==> src/rtl/hazard_ctrl_if.sv <==
// Hazard controller bundle: pipeline-side status in, stall/flush/forward controls out.
// The pipeline drives through the master modport; the controller uses the slave modport.
interface hazard_ctrl_if;
    logic [4:0] rs1d, rs2d;
    logic [4:0] rs1e, rs2e;
    logic [4:0] rde;
    logic [1:0] rsltSrce;
    logic       pcSrce;
    logic       regWrtm;
    logic [4:0] rdm;
    logic       regWrtw;
    logic [4:0] rdw;
    logic       memReqm;
    logic       memRdym;
    logic       stallf, stalld, stalle, stallm;
    logic       flushd, flushe, flushw;
    logic [1:0] fwdAe, fwdBe;
    logic       memErr;

    modport master (
        output rs1d, rs2d, rs1e, rs2e, rde, rsltSrce, pcSrce,
               regWrtm, rdm, regWrtw, rdw, memReqm, memRdym,
        input  stallf, stalld, stalle, stallm, flushd, flushe, flushw,
               fwdAe, fwdBe, memErr
    );

    modport slave (
        input  rs1d, rs2d, rs1e, rs2e, rde, rsltSrce, pcSrce,
               regWrtm, rdm, regWrtw, rdw, memReqm, memRdym,
        output stallf, stalld, stalle, stallm, flushd, flushe, flushw,
               fwdAe, fwdBe, memErr
    );
endinterface

==> src/rtl/hazard_ctrl.sv <==
// hazard_ctrl: stall/flush/forwarding controller for the 5-stage RV32 pipeline.
// Handles post-reset flush, load-use bubbles, taken-branch flushes and
// data-memory waits with a timeout into a sticky error state.
// Optional macro PERF_CNT_EN adds stallCnt/flushCnt performance counters.
module hazard_ctrl #(
    parameter int RST_CYC     = 2,
    parameter int MEM_TIMEOUT = 256
) (
    input  logic        clk,
    input  logic        rstn,
    hazard_ctrl_if.slave hz
`ifdef PERF_CNT_EN
    ,
    output logic [31:0] stallCnt,
    output logic [31:0] flushCnt
`endif
);

    typedef enum logic [1:0] {INIT, RUN, MWAIT, ERR} state_e;

    localparam int CMAX = (RST_CYC > MEM_TIMEOUT) ? RST_CYC : MEM_TIMEOUT;
    localparam int CW   = $clog2(CMAX + 1);

    state_e        state_q, state_d;
    logic [CW-1:0] cnt_q, cnt_d;
    logic          active;
    logic          freeze;
    logic          lw;

    // Memory freeze only applies while the pipeline is actually running.
    assign active = (state_q == RUN) || (state_q == MWAIT);
    assign freeze = active && hz.memReqm && !hz.memRdym;

    // Load in EX feeding the instruction in ID; x0 never creates a dependency.
    assign lw = (hz.rsltSrce == 2'b01) && (hz.rde != 5'd0) &&
                ((hz.rde == hz.rs1d) || (hz.rde == hz.rs2d));

    // State and counter register.
    always_ff @(posedge clk or negedge rstn) begin
        if (!rstn) begin
            state_q <= INIT;
            cnt_q   <= '0;
        end else begin
            state_q <= state_d;
            cnt_q   <= cnt_d;
        end
    end

    // Next-state: init countdown, memory-wait tracking and timeout.
    always_comb begin
        state_d = state_q;
        cnt_d   = cnt_q;
        case (state_q)
            INIT: begin
                if (cnt_q == CW'(RST_CYC - 1)) begin
                    state_d = RUN;
                    cnt_d   = '0;
                end else begin
                    cnt_d = cnt_q + 1'b1;
                end
            end
            RUN: begin
                if (freeze) begin
                    state_d = MWAIT;
                    cnt_d   = CW'(1);
                end
            end
            MWAIT: begin
                if (!freeze) begin
                    state_d = RUN;
                    cnt_d   = '0;
                end else if (cnt_q == CW'(MEM_TIMEOUT - 1)) begin
                    state_d = ERR;
                    cnt_d   = '0;
                end else begin
                    cnt_d = cnt_q + 1'b1;
                end
            end
            default: begin
                state_d = ERR;
            end
        endcase
    end

    // Stall/flush decode: freeze beats branch, branch beats load-use.
    always_comb begin
        hz.stallf = 1'b0;
        hz.stalld = 1'b0;
        hz.stalle = 1'b0;
        hz.stallm = 1'b0;
        hz.flushd = 1'b0;
        hz.flushe = 1'b0;
        hz.flushw = 1'b0;
        if (!active) begin
            // INIT and ERR hold the front end and keep bubbles flowing.
            hz.stallf = 1'b1;
            hz.flushd = 1'b1;
            hz.flushe = 1'b1;
            hz.flushw = 1'b1;
        end else if (freeze) begin
            hz.stallf = 1'b1;
            hz.stalld = 1'b1;
            hz.stalle = 1'b1;
            hz.stallm = 1'b1;
            hz.flushw = 1'b1;
        end else if (hz.pcSrce) begin
            // ID holds a wrong-path instruction, so a load-use stall is moot.
            hz.flushd = 1'b1;
            hz.flushe = 1'b1;
        end else if (lw) begin
            hz.stallf = 1'b1;
            hz.stalld = 1'b1;
            hz.flushe = 1'b1;
        end
    end

    // EX operand forwarding, MEM result preferred over WB; quiet during init.
    always_comb begin
        hz.fwdAe = 2'b00;
        hz.fwdBe = 2'b00;
        if (state_q != INIT) begin
            if (hz.regWrtm && hz.rdm != 5'd0 && hz.rdm == hz.rs1e)
                hz.fwdAe = 2'b10;
            else if (hz.regWrtw && hz.rdw != 5'd0 && hz.rdw == hz.rs1e)
                hz.fwdAe = 2'b01;
            if (hz.regWrtm && hz.rdm != 5'd0 && hz.rdm == hz.rs2e)
                hz.fwdBe = 2'b10;
            else if (hz.regWrtw && hz.rdw != 5'd0 && hz.rdw == hz.rs2e)
                hz.fwdBe = 2'b01;
        end
    end

    // The error flag is the ERR state itself, so it is sticky until reset.
    assign hz.memErr = (state_q == ERR);

`ifdef PERF_CNT_EN
    logic [31:0] stallCnt_q, flushCnt_q;

    // Performance counters, free-running and wrapping.
    always_ff @(posedge clk or negedge rstn) begin
        if (!rstn) begin
            stallCnt_q <= '0;
            flushCnt_q <= '0;
        end else begin
            if (active && hz.stallf)
                stallCnt_q <= stallCnt_q + 32'd1;
            if ((state_q == RUN) && hz.pcSrce && hz.flushd)
                flushCnt_q <= flushCnt_q + 32'd1;
        end
    end

    assign stallCnt = stallCnt_q;
    assign flushCnt = flushCnt_q;
`endif

endmodule
==> src/flat_wrapper.sv <==
// flat-port wrapper written by rule: the top's interface ports become plain ports
module hazard_ctrl_flat 
#(
    parameter int RST_CYC     = 2,
    parameter int MEM_TIMEOUT = 256
)
  (clk, rstn, hz_rs1d, hz_rs2d, hz_rs1e, hz_rs2e, hz_rde, hz_rsltSrce, hz_pcSrce, hz_regWrtm, hz_rdm, hz_regWrtw, hz_rdw, hz_memReqm, hz_memRdym, hz_stallf, hz_stalld, hz_stalle, hz_stallm, hz_flushd, hz_flushe, hz_flushw, hz_fwdAe, hz_fwdBe, hz_memErr);
  hazard_ctrl_if hz_i ();
  input  logic clk;
  input  logic rstn;
  input wire logic [$bits(hz_i.rs1d)-1:0] hz_rs1d;
  input wire logic [$bits(hz_i.rs2d)-1:0] hz_rs2d;
  input wire logic [$bits(hz_i.rs1e)-1:0] hz_rs1e;
  input wire logic [$bits(hz_i.rs2e)-1:0] hz_rs2e;
  input wire logic [$bits(hz_i.rde)-1:0] hz_rde;
  input wire logic [$bits(hz_i.rsltSrce)-1:0] hz_rsltSrce;
  input wire logic [$bits(hz_i.pcSrce)-1:0] hz_pcSrce;
  input wire logic [$bits(hz_i.regWrtm)-1:0] hz_regWrtm;
  input wire logic [$bits(hz_i.rdm)-1:0] hz_rdm;
  input wire logic [$bits(hz_i.regWrtw)-1:0] hz_regWrtw;
  input wire logic [$bits(hz_i.rdw)-1:0] hz_rdw;
  input wire logic [$bits(hz_i.memReqm)-1:0] hz_memReqm;
  input wire logic [$bits(hz_i.memRdym)-1:0] hz_memRdym;
  output wire logic [$bits(hz_i.stallf)-1:0] hz_stallf;
  output wire logic [$bits(hz_i.stalld)-1:0] hz_stalld;
  output wire logic [$bits(hz_i.stalle)-1:0] hz_stalle;
  output wire logic [$bits(hz_i.stallm)-1:0] hz_stallm;
  output wire logic [$bits(hz_i.flushd)-1:0] hz_flushd;
  output wire logic [$bits(hz_i.flushe)-1:0] hz_flushe;
  output wire logic [$bits(hz_i.flushw)-1:0] hz_flushw;
  output wire logic [$bits(hz_i.fwdAe)-1:0] hz_fwdAe;
  output wire logic [$bits(hz_i.fwdBe)-1:0] hz_fwdBe;
  output wire logic [$bits(hz_i.memErr)-1:0] hz_memErr;
  assign hz_i.rs1d = hz_rs1d;
  assign hz_i.rs2d = hz_rs2d;
  assign hz_i.rs1e = hz_rs1e;
  assign hz_i.rs2e = hz_rs2e;
  assign hz_i.rde = hz_rde;
  assign hz_i.rsltSrce = hz_rsltSrce;
  assign hz_i.pcSrce = hz_pcSrce;
  assign hz_i.regWrtm = hz_regWrtm;
  assign hz_i.rdm = hz_rdm;
  assign hz_i.regWrtw = hz_regWrtw;
  assign hz_i.rdw = hz_rdw;
  assign hz_i.memReqm = hz_memReqm;
  assign hz_i.memRdym = hz_memRdym;
  assign hz_stallf = hz_i.stallf;
  assign hz_stalld = hz_i.stalld;
  assign hz_stalle = hz_i.stalle;
  assign hz_stallm = hz_i.stallm;
  assign hz_flushd = hz_i.flushd;
  assign hz_flushe = hz_i.flushe;
  assign hz_flushw = hz_i.flushw;
  assign hz_fwdAe = hz_i.fwdAe;
  assign hz_fwdBe = hz_i.fwdBe;
  assign hz_memErr = hz_i.memErr;
  hazard_ctrl #(.RST_CYC(RST_CYC), .MEM_TIMEOUT(MEM_TIMEOUT)) u_core (.clk(clk), .rstn(rstn), .hz(hz_i));
endmodule
==> config.mk <==
export PLATFORM = sky130hd
export DESIGN_NAME = hazard_ctrl_flat
export DESIGN_NICKNAME = d
export VERILOG_FILES = /design/src/rtl/hazard_ctrl_if.sv /design/src/rtl/hazard_ctrl.sv /design/src/flat_wrapper.sv
export SDC_FILE = /design/constraint.sdc
export NUM_CORES = 1
export LEC_CHECK = 0
export ABC_AREA = 1
export CORE_MARGIN = 2
export CORE_UTILIZATION = 48
export CTS_BUF_LIST = sky130_fd_sc_hd__clkbuf_8 sky130_fd_sc_hd__clkbuf_16
export CTS_CLUSTER_DIAMETER = 150
export CTS_CLUSTER_SIZE = 30
export DETAILED_ROUTE_END_ITERATION = 8
export PLACE_DENSITY = 0.89
export SLEW_MARGIN = 20
export SYNTH_ARGS = -nofsm -noshare
export SYNTH_HDL_FRONTEND = slang
export SYNTH_SLANG_ARGS = --single-unit
==> constraint.sdc <==
create_clock -name clk -period 3.53 [get_ports clk]
set_input_delay 0.706 -clock clk [delete_from_list [all_inputs] [get_ports clk]]
set_output_delay 0.706 -clock clk [all_outputs]
set_load 0.005 [all_outputs]
== After elaboration in Yosys (flattened, before gate mapping) ==
Cells that the tools add are included.
Operators by class
  add/subtract/negate cells: 1
  equal/unequal tests: 15
  multiplexer cells: 30
  reduce and logical (&&, ||, !) cells: 21
Operators with widths (count)
  9-bit two-way mux: 4
  5-bit == test: 6
  9-bit one-hot mux with 3 select lines: 1
  1-bit two-way mux: 16
  2-bit two-way mux: 8
  5-bit nonzero test: 3
  1-bit logical AND: 10
  9-bit by 1-bit adder with 9-bit output, second input constant: 1
  9-bit by 1-bit == test with 1-bit output, second input constant: 1
  9-bit by 8-bit == test with 1-bit output, second input constant: 1
  2-bit one-hot mux with 3 select lines: 1
  2-bit by 1-bit == test with 1-bit output, second input constant: 2
  2-bit == test, second input constant: 2
  2-bit by 1-bit != test with 1-bit output, second input constant: 2
  3-bit != test, second input constant: 1
  3-bit AND reduction: 1
  3-bit nonzero test: 1
  2-bit logical NOT: 1
  1-bit logical OR: 2
  2-bit AND reduction: 1
  2-bit nonzero test: 1
  1-bit logical NOT: 1
Word-level totals
  register bits after elaboration: 11
  input port bits: 44

== Longest topological paths before layout ==
Gate-level depths: netlist of the first run.
  word-level depth: 7
  depth in mapped cells: 11
  mapped depth without buffers: 11

== Worst setup path before layout of the first run ==
No wires, ideal clock.
  kind: register to output
  start: reg u_core.state_q[0]
  end: out hz_flushe
  arrival time: 1.251 ns
  data required time: 2.824 ns
  slack: 1.573 ns
  stages on the path, launching flop included: 8
  buffers on the path: 0
  cells stage by stage: dfrtp_1 -> inv_1 -> ha_1 -> nand3_2 -> inv_2 -> nor2_1 -> inv_1 -> nand2_1
Between the ends
  cells in the longest elaborated chain, start to end: 6
RTL lines
  start: declaration: RTL line hazard_ctrl.sv:24  | state_e state_q, state_d;
  start signal: assignment: RTL line hazard_ctrl.sv:44  | state_q <= state_d;
  2-bit by 1-bit == test with 1-bit output / 2-bit == test (equally long branches): RTL line hazard_ctrl.sv:31  | assign active = (state_q == RUN) || (state_q == MWAIT);
  1-bit logical OR *: RTL line hazard_ctrl.sv:31
  1-bit logical AND (2 in a row): RTL line hazard_ctrl.sv:32  | assign freeze = active && hz.memReqm && !hz.memRdym;
  1-bit two-way mux: RTL line hazard_ctrl.sv:100  | end else if (freeze) begin
  1-bit two-way mux *: RTL line hazard_ctrl.sv:94  | if (!active) begin
  end: declaration: RTL line flat_wrapper.sv:29  | output wire logic [$bits(hz_i.flushe)-1:0] hz_flushe;
Mark *: on every way between the ends. The rest lies on a longest branch, timed or not.

== Worst setup path in the final report of the first run ==
  start: in hz_rde[3]
  end: out hz_stalld
Between the ends
  cells in the longest elaborated chain, start to end: 7
RTL lines
  start: declaration: RTL line flat_wrapper.sv:15  | input wire logic [$bits(hz_i.rde)-1:0] hz_rde;
  5-bit == test / 5-bit nonzero test (equally long branches): RTL line hazard_ctrl.sv:36, hazard_ctrl.sv:35
  1-bit logical OR / 1-bit logical AND (equally long branches): RTL line hazard_ctrl.sv:36, hazard_ctrl.sv:35
  1-bit logical AND *: RTL line hazard_ctrl.sv:35  | assign lw = (hz.rsltSrce == 2'b01) && (hz.rde != 5'd0) &&
  1-bit two-way mux *: RTL line hazard_ctrl.sv:110  | end else if (lw) begin
  1-bit two-way mux *: RTL line hazard_ctrl.sv:106  | end else if (hz.pcSrce) begin
  1-bit two-way mux *: RTL line hazard_ctrl.sv:100
  1-bit two-way mux *: RTL line hazard_ctrl.sv:94
  end: declaration: RTL line flat_wrapper.sv:25  | output wire logic [$bits(hz_i.stalld)-1:0] hz_stalld;
Marks and branches as above.

==> out/results.ini, run 1 <==
[layout]
drive_gt1_share_pct = 5.724
multiInputGateArea_sq_mm = 0.001005
fillers = 266
seq_area_sq_um = 275.3
final_nets = 351
area_growth_pct = 40.96
antennaDiodeCount = 0

[global_routing]
grt.total_usage_pct = 22.02
grt_max_degree = 12
grt_antenna_before_repair = 0
grt_pass1_wl_mm = 6.058
first_global_vias = 1483
overflow = 0

[sta]
skew_ns = 0.005021
layout_min_cycle_time_ns = 3.051
tightest_slew_ns = 0.4877
tns_ns = 0
setup_ws_ns = 0.4794
finalHoldViolCount = 0
period_share_pct = 86.42
rsz0062_at_grt = false
max_freq_mhz = 327.8
maxSlewHeadroom_pct = 67.39
slew_viol_final = 0
setup-violations-final = 0

[synthesis]
ys_dominant_reg_cell = dfrtp_1
synth-compound-area-share_pct = 5.887
netlist.area_leader.share_pct = 18.50
synthArstFlopShare_pct = 100.0
synthTopCellsByCount = 58 x nand2_1, 46 x inv_1, 38 x nor2_1
synth.most_common_cell = nand2_1
synth_nets = 293
synth-xor-area-share_pct = 11.19
ys_seq_elements = 11
ys_seq_area_share_pct = 18.50
synth_mux_area_share_pct = 0
synth-edff-count = 0
yosysTopAreaCell = dfrtp_1
syn_area_sq_mm = 0.001488
synthTopCellsByArea = dfrtp_1 19%, nand2_1 15%, inv_1 12%
synth_top_family_by_area = simple AND/OR/NAND/NOR gates
synthAdderAreaFrac_pct = 7.569
yosysWarnings = 0
postSynthCellCount = 240
synthDistinctLibCells = 28
synth-simple-area-share_pct = 42.89
syn_area_per_cell_sq_um = 6.199

[critical_path]
worstReg2RegEnd = u_core.state_q[1]
r2r-start = u_core.cnt_q[0]
crit_start = hz_rde[3]
arrival_ns = 2.34
r2r_cells = 9
cp-end-kind = primary output
critPathKind = in2out
worstSetupEndpoint = hz_stalld
reg2reg_slack_ns = 1.70
crit_required_ns = 2.82
critPathMaxFanout = 4
critPathLaunchType = input port

[clock_network]
cts-root-buf = clkbuf_8
post_cts_buffers = 0
clock_latency_ns = 0.24
clockBufferDepth = 2
cts_sinks = 11
clkTransAtPathRegs_ns = 0.04
cts_tree = yes
cts_made_buffers = 3
cts_max_level = 1
hold_buffers = 0
ctsResizeCount = 0

[routing]
dr.pass1.iters = 4
finalWirelength_mm = 3.603
ant_nets = 0
drc_errors = 0
routed_via_density = 4.724
drt-initial-drc-count = 44
via_count = 1559
routedWlPerCell_um = 10.92

[floorplanning]
die_x_um = 59.67
start_util_pct = 49.54
die_area_sq_mm = 0.003561
rows = 20
io_pins = 56
core_sq_mm = 0.003003
die_height_um = 59.67

[job]
cap_violations = 0

[power]
leakage_nw = 1.095
total_power_mw = 0.3586
power_density_mw_per_mm2 = 171.0
vdd_drop_max_mv = 0.1183

[place]
portBuffers = 55
gp_congestion = 0.8197
dp_hpwl_mm = 3.079
post-place-ws_ns = 0.4810

[hold_path]
hp-class = reg2reg

[status]
status = complete, no violations

[flip-flops by register name, indices dropped and copies added (netlist names)]
register / flops
u_core.state_q: 2
u_core.cnt_q: 9
[per-stage QoR]
| stage | hold slack [ns] | cell area, sq um | util, % | cells |
|---|---|---|---|---|
| 2_1_floorplan | 0.4104 | 1488 | - | 240 |
| 3_3_place_gp | 0.5316 | 2052 | 68.33 | 326 |
| 3_5_place_dp | 0.5634 | 2052 | 68.33 | 326 |
| 4_1_cts | 0.5757 | 2097 | 69.83 | 330 |
| 5_1_grt | 0.6180 | 2097 | 69.83 | 330 |
| 6_report | 0.5710 | 2097 | 69.83 | 330 |
[cell type report]
class	instances	area share (%)
flip-flops and latches	11	13.13
well taps	33	1.969
clock inverters	1	0.1790
repair buffers	55	26.25
multi-input cells	179	47.91
clock buffers	3	1.969
inverters	48	8.592
[cell families (layout without fill, tap and decap cells)]
family          after synthesis  after routing
buf+inv                      50            107
flops                        11             11
compound gates               15             15
simple gates                136            136
xor+xnor                     19             19
fa+ha+maj                     9              9
[placed cells by master (no fill, tap or decap)]
| cell type | instances |
|---|---|
| o21ai_1 | 2 |
| xnor2_1 | 18 |
| xor2_1 | 1 |
| nand3_2 | 1 |
| ha_1 | 9 |
| nor2_8 | 1 |
| inv_2 | 2 |
| nor2_1 | 38 |
| clkbuf_8 | 3 |
| o21a_1 | 2 |
| nand4_2 | 1 |
| dfrtp_1 | 11 |
| nor4_1 | 2 |
| nand2_2 | 4 |
| nand3_4 | 2 |
| o21ai_0 | 5 |
| nor4_2 | 1 |
| nand2_1 | 58 |
| inv_1 | 47 |
| or2_2 | 1 |
| o21ai_2 | 1 |
| nand3b_1 | 2 |
| o2bb2ai_1 | 1 |
| nand4_1 | 3 |
| nand3_1 | 19 |
| nor3_1 | 3 |
| a21oi_1 | 4 |
| clkdlybuf4s50_1 | 55 |
[report_power, final]
part	switching (mW)	total [mW]	internal, mW
Combinational	0.0434	0.109	0.0654
Clock	0.0471	0.123	0.0763
Sequential	0	0.126	0.126
[layer usage]
| layer | global-route usage [%] | share of wire [%] | vias to the layer above |
|---|---|---|---|
| li1 | - | - | 851 |
| met1 | 25.82 | 43 | 674 |
| met2 | 39.75 | 52 | 29 |
| met3 | 4.329 | 3.5 | 5 |
| met4 | 6.984 | 1.2 | 0 |
| met5 | 0 | 0 | - |
[worst min-delay path by stage]
stage                       from                 to  slack (ns)  depth (start not counted)
2_1_floorplan               rstn    u_core.cnt_q[0]        0.41                          0
3_3_place_gp   u_core.state_q[1]  u_core.state_q[1]        0.53                          2
3_5_place_dp   u_core.state_q[1]  u_core.state_q[1]        0.56                          2
4_1_cts        u_core.state_q[1]  u_core.state_q[1]        0.58                          2
5_1_grt          u_core.cnt_q[0]    u_core.cnt_q[0]        0.62                          2
6_report       u_core.state_q[1]  u_core.state_q[1]        0.57                          2
[critical path: stages]
cell and delay (ns):
clkdlybuf4s50_1 0.51, inv_1 0.07, nand2_1 0.05, nand2_1 0.04, nor2_1 0.10, nand3_1 0.08
nand2_1 0.11, nand3_1 0.08, nand2_1 0.06, clkdlybuf4s50_1 0.52
Note: power is estimated with default switching activity, not from simulation.
==> run 2, diff against run 1 <==
--- a/config.mk
+++ b/config.mk
@@ -7,12 +7,12 @@
 export LEC_CHECK = 0
 export ABC_AREA = 1
 export CORE_MARGIN = 2
-export CORE_UTILIZATION = 48
+export CORE_UTILIZATION = 45
 export CTS_BUF_LIST = sky130_fd_sc_hd__clkbuf_8 sky130_fd_sc_hd__clkbuf_16
 export CTS_CLUSTER_DIAMETER = 150
 export CTS_CLUSTER_SIZE = 30
 export DETAILED_ROUTE_END_ITERATION = 8
-export PLACE_DENSITY = 0.89
+export PLACE_DENSITY = 0.84
 export SLEW_MARGIN = 20
 export SYNTH_ARGS = -nofsm -noshare
 export SYNTH_HDL_FRONTEND = slang
==> constraint.sdc (replaced) <==
create_clock -name clk -period 3.15 [get_ports clk]
set_input_delay 0.63 -clock clk [delete_from_list [all_inputs] [get_ports clk]]
set_output_delay 0.63 -clock clk [all_outputs]
set_load 0.005 [all_outputs]
==> out/results.ini, run 2 (same netlist as run 1, synthesis figures left out) <==
[status]
status = complete, no violations

[clock_network]
clockBufferDepth = 2  ; unchanged
ctsResizeCount = 0  ; unchanged
clkTransAtPathRegs_ns = 0.05  ; about the same
hold_buffers = 0  ; unchanged
cts_made_buffers = 3  ; unchanged
clock_latency_ns = 0.24  ; about the same
cts-root-buf = clkbuf_8
cts_max_level = 1  ; unchanged
post_cts_buffers = 0  ; unchanged
cts_tree = yes
cts_sinks = 11  ; unchanged

[place]
dp_hpwl_mm = 3.043  ; -1.2%
dpl_cell_area_sq_mm = 0.002066  ; +0.67%
gp_congestion = 0.9522  ; +16%
portBuffers = 55  ; unchanged

[power]
leakage_nw = 1.095  ; unchanged
vdd_drop_max_mv = 0.1373  ; +16%
power_density_mw_per_mm2 = 189.4  ; +11%
total_power_mw = 0.3999  ; +12%

[routing]
drc_errors = 0  ; unchanged
routedWlPerCell_um = 10.51  ; -3.7%
via_count = 1596  ; +2.4%
dr.pass1.iters = 4  ; unchanged
ant_nets = 0  ; unchanged
routed_via_density = 4.680  ; -0.93%
drt-initial-drc-count = 52  ; +18%
finalWirelength_mm = 3.584  ; -0.53%

[floorplanning]
core_sq_mm = 0.003103  ; +3.3%
die_area_sq_mm = 0.003782  ; +6.2%
die_height_um = 61.50  ; +3.1%
rows = 20  ; unchanged
start_util_pct = 47.94  ; -1.6 points
die_x_um = 61.50  ; +3.1%
io_pins = 56  ; unchanged

[critical_path]
worstReg2RegEnd = u_core.state_q[1]
cp-end-kind = primary output
critPathLaunchType = input port
reg2reg_slack_ns = 1.31  ; -0.39 ns
r2r-start = u_core.cnt_q[0]
crit_required_ns = 2.52  ; -0.30 ns
arrival_ns = 2.28  ; -0.06 ns
critPathMaxFanout = 4  ; unchanged
r2r_cells = 9  ; unchanged
critPathKind = in2out

[layout]
fin_util_pct = 68.02  ; -1.8 points
final_common_cell = nand2_1
area_growth_pct = 41.88
final_nets = 351  ; unchanged
reg_top3 = u_core.cnt_q: 9 flops, u_core.state_q: 2 flops
fin_area_sq_mm = 0.002111  ; +0.66%
layout_common_cells = 58 x nand2_1, 55 x clkdlybuf4s50_1, 47 x inv_1
largest_reg_flops = 9  ; unchanged
drive_gt1_share_pct = 5.724  ; unchanged
top_register = u_core.cnt_q
antennaDiodeCount = 0  ; unchanged

[sta]
setup-violations-final = 0  ; unchanged
rsz0062_at_grt = false
maxSlewHeadroom_pct = 68.80  ; +1.4 points
tns_ns = 0  ; unchanged
max_freq_mhz = 343.1
layout_min_cycle_time_ns = 2.915
tightest_slew_ns = 0.4666  ; -0.02109 ns
finalHoldViolCount = 0  ; unchanged
slew_viol_final = 0  ; unchanged
period_share_pct = 92.53
skew_ns = 0.002798  ; -0.002223 ns

[hold_path]
holdPathStages = 2  ; unchanged
hp-start = u_core.state_q[1]
hold_end = u_core.state_q[1]
hp-class = reg2reg

[global_routing]
first_global_vias = 1504  ; +1.4%
grt.total_usage_pct = 20.39  ; -1.6 points
grt_max_degree = 12  ; unchanged
overflow = 0  ; unchanged
grt_antenna_before_repair = 0  ; unchanged
grt_pass1_wl_mm = 5.878  ; -3.0%

[job]
cap_violations = 0  ; unchanged

-- run 2: area by class of cell --
| class | instances | area, sq um |
|---|---|---|
| clock buffers | 3 | 41.29 |
| well taps | 44 | 55.05 |
| fillers | 286 | 992.2 |
| inverters | 48 | 180.2 |
| multi-input cells | 179 | 1005 |
| clock inverters | 1 | 3.754 |
| flip-flops and latches | 11 | 275.3 |
| repair buffers | 55 | 550.5 |
-- run 2: through the flow --
| stage | instances | setup slack (ns) | hold slack, ns |
|---|---|---|---|
| after floorplan | 240 | 1.269 | 0.3344 |
| after global placement | 337 | 0.2548 | 0.5408 |
| after detailed placement | 337 | 0.2267 | 0.5528 |
| after CTS | 341 | 0.2269 | 0.5635 |
| after global routing | 341 | 0.1079 | 0.5939 |
| final | 341 | 0.2352 | 0.5523 |
-- run 2: how the worst max path moves through the flow --
stage                 startpoint     endpoint  slack, ns  depth (start not counted)
2_1_floorplan  u_core.state_q[0]    hz_flushe       1.27                          7
3_3_place_gp           hz_rdm[3]  hz_fwdAe[1]       0.25                          6
3_5_place_dp           hz_rdm[3]  hz_fwdAe[1]       0.23                          6
4_1_cts                hz_rdm[3]  hz_fwdAe[1]       0.23                          6
5_1_grt                hz_rde[0]    hz_stallf       0.11                         10
6_report               hz_rdm[3]  hz_fwdAe[1]       0.24                          6
-- run 2: power breakdown --
part           switching [mW]  internal [mW]  total, mW
clock                  0.0505         0.0853      0.136
sequential                  0          0.142      0.142
combinational          0.0491         0.0733      0.122
-- run 2: metal layers --
layer / GRT usage [%] / wire (um) / vias up
met5: 0 / 0 / -
met4: 3.647 / 17 / 0
met3: 4.622 / 190 / 2
met2: 38.35 / 1834 / 47
met1: 23.55 / 1541 / 695
li1: - / - / 852
-- run 2: worst max-delay path: stages --
cell,delay [ns]
clkdlybuf4s50_1,0.54
nor2_1,0.07
nand3_1,0.08
nand2_1,0.09
nor4_1,0.31
clkdlybuf4s50_1,0.56
==> RTL change: new RTL, config.mk and constraints of run 2 <==
`MEM_TIMEOUT` is set to 256 in 2 places; all go to 128.
--- a/src/rtl/hazard_ctrl.sv
+++ b/src/rtl/hazard_ctrl.sv
@@ -4,7 +4,7 @@
 // Optional macro PERF_CNT_EN adds stallCnt/flushCnt performance counters.
 module hazard_ctrl #(
     parameter int RST_CYC     = 2,
-    parameter int MEM_TIMEOUT = 256
+    parameter int MEM_TIMEOUT = 128
 ) (
     input  logic        clk,
     input  logic        rstn,
--- a/src/flat_wrapper.sv
+++ b/src/flat_wrapper.sv
@@ -2,7 +2,7 @@
 module hazard_ctrl_flat 
 #(
     parameter int RST_CYC     = 2,
-    parameter int MEM_TIMEOUT = 256
+    parameter int MEM_TIMEOUT = 128
 )
   (clk, rstn, hz_rs1d, hz_rs2d, hz_rs1e, hz_rs2e, hz_rde, hz_rsltSrce, hz_pcSrce, hz_regWrtm, hz_rdm, hz_regWrtw, hz_rdw, hz_memReqm, hz_memRdym, hz_stallf, hz_stalld, hz_stalle, hz_stallm, hz_flushd, hz_flushe, hz_flushw, hz_fwdAe, hz_fwdBe, hz_memErr);
   hazard_ctrl_if hz_i ();
Function: no difference found for any inputs over 10 cycles, from zero or initial values and one cycle with rstn low; that may be too few to reach the edited logic, so the function may still have changed.
==> RTL change against run 2 <==
Cell area decreased by 9.0%. Global-route usage increased by 0.10 points. Core utilization increased by 1.7 points. Sequential cell count decreased by 1. Maximum frequency decreased by 2.2%. Area after synthesis decreased by 13%. Routed wire length decreased by 8.5%. Critical path depth increased by 4. Setup slack got worse by 0.066 ns.
Power is not compared: it rests on default switching activity, and its combinational part moved more than twofold at a synthesized area within 25%.
==> RTL change: results <==
{
  "use_met2_pct": 39.9,
  "crit_path_start": "hz_rde[2]",
  "cts_setup_buffers": 0,
  "reg_top3": "u_core.cnt_q (8), u_core.state_q (2)",
  "synth_fa_ha_area_share_pct": 6.76,
  "relSlewSlack_pct": 63.1,
  "synth_seq_area_share_pct": 19.3,
  "fin_nets": 325,
  "synth_compound_area_share_pct": 8.78,
  "synthDistinctLibCells": 25,
  "via_per_inst": 4.78,
  "grtUsageTotal_pct": 20.5,
  "hpwlAfterDp_um": 2750,
  "worstPathArrival_ns": 2.35,
  "synthTopCellsByArea": "dfrtp_1 (19%), nand2_1 (17%), inv_1 (12%), nor2_1 (8.7%), ha_1 (6.8%)",
  "clk_path_buf_depth": 2,
  "clock_area_share_pct": 2.86,
  "wirelength_um": 3280,
  "cts_buffers": 3,
  "tap_cells": 31,
  "syn_avg_cell_area_sq_um": 6.00,
  "fill_cells": 252,
  "cts_resized": 0,
  "status": "complete, no violations",
  "met1_length_um": 1370,
  "bufAreaShareNonClock_pct": 28.6,
  "cp_slowest_stage_delay_ns": 0.54,
  "crit-reg2reg-launch": "u_core.state_q[1]",
  "multi_input_area_share_pct": 45.1,
  "grtUsageMet3_pct": 5.13,
  "grt_max_degree": 13,
  "pre_cts_ws_ns": 0.164,
  "sequential_cell_total": 10,
  "synth-xor-area-share_pct": 12.2,
  "clkbuf_count": 4,
  "first_pass_iters": 5,
  "antenna_found_initial": 0,
  "gp_congestion": 0.896,
  "synth_nets": 267,
  "design_area_sq_um": 1920,
  "htreeDepth": 1,
  "multi_input_gates": 161,
  "n_all_inverters": 43,
  "grt_pass1_wl_um": 5370,
  "buffers_excl_clock": 55,
  "grtUsageMet1_pct": 22.5,
  "num_vias": 1454,
  "synth_common_cells": "nand2_1 (57), inv_1 (41), nor2_1 (30), nand3_1 (16), dfrtp_1 (10)",
  "seq_area_share_pct": 13.0,
  "wl_met2_um": 1680,
  "dp_cells": 300,
  "crit_fanout": 3,
  "clock_skew_ns": 0.000888,
  "first_global_vias": 1322,
  "wl_met3_um": 205
}
## RTL change: changes by cell type in the layout (fill, tap and decap cells not counted), sizes merged, moves of 5 or more
| cell | before | now |
|---|---|---|
| nand3 | 22 | 17 |
| xnor2 | 18 | 9 |
| nor2 | 39 | 31 |
| inv | 49 | 43 |
| xor2 | 1 | 9 |
## RTL change: final timing paths
path / endpoint / slack [ns] / cells after the start
worst max-delay path: hz_flushe / 0.17 / 10
max in group asynchronous: u_core.cnt_q[0] / 2.12 / 1
worst max register to register: u_core.cnt_q[7] / 1.12 / 7
min in group asynchronous: u_core.cnt_q[4] / 0.71 / 1
worst min register to register: u_core.state_q[1] / 0.56 / 2
worst min-delay path: u_core.state_q[1] / 0.56 / 2
## RTL change: report_power, final
part | total [mW] | internal [mW] | switching [mW] | leakage, nW
sequential | 0.197 | 0.161 | 0.0369 | 0.133
combinational | 0.666 | 0.312 | 0.354 | 0.846
clock | 0.162 | 0.110 | 0.0517 | 0.0288
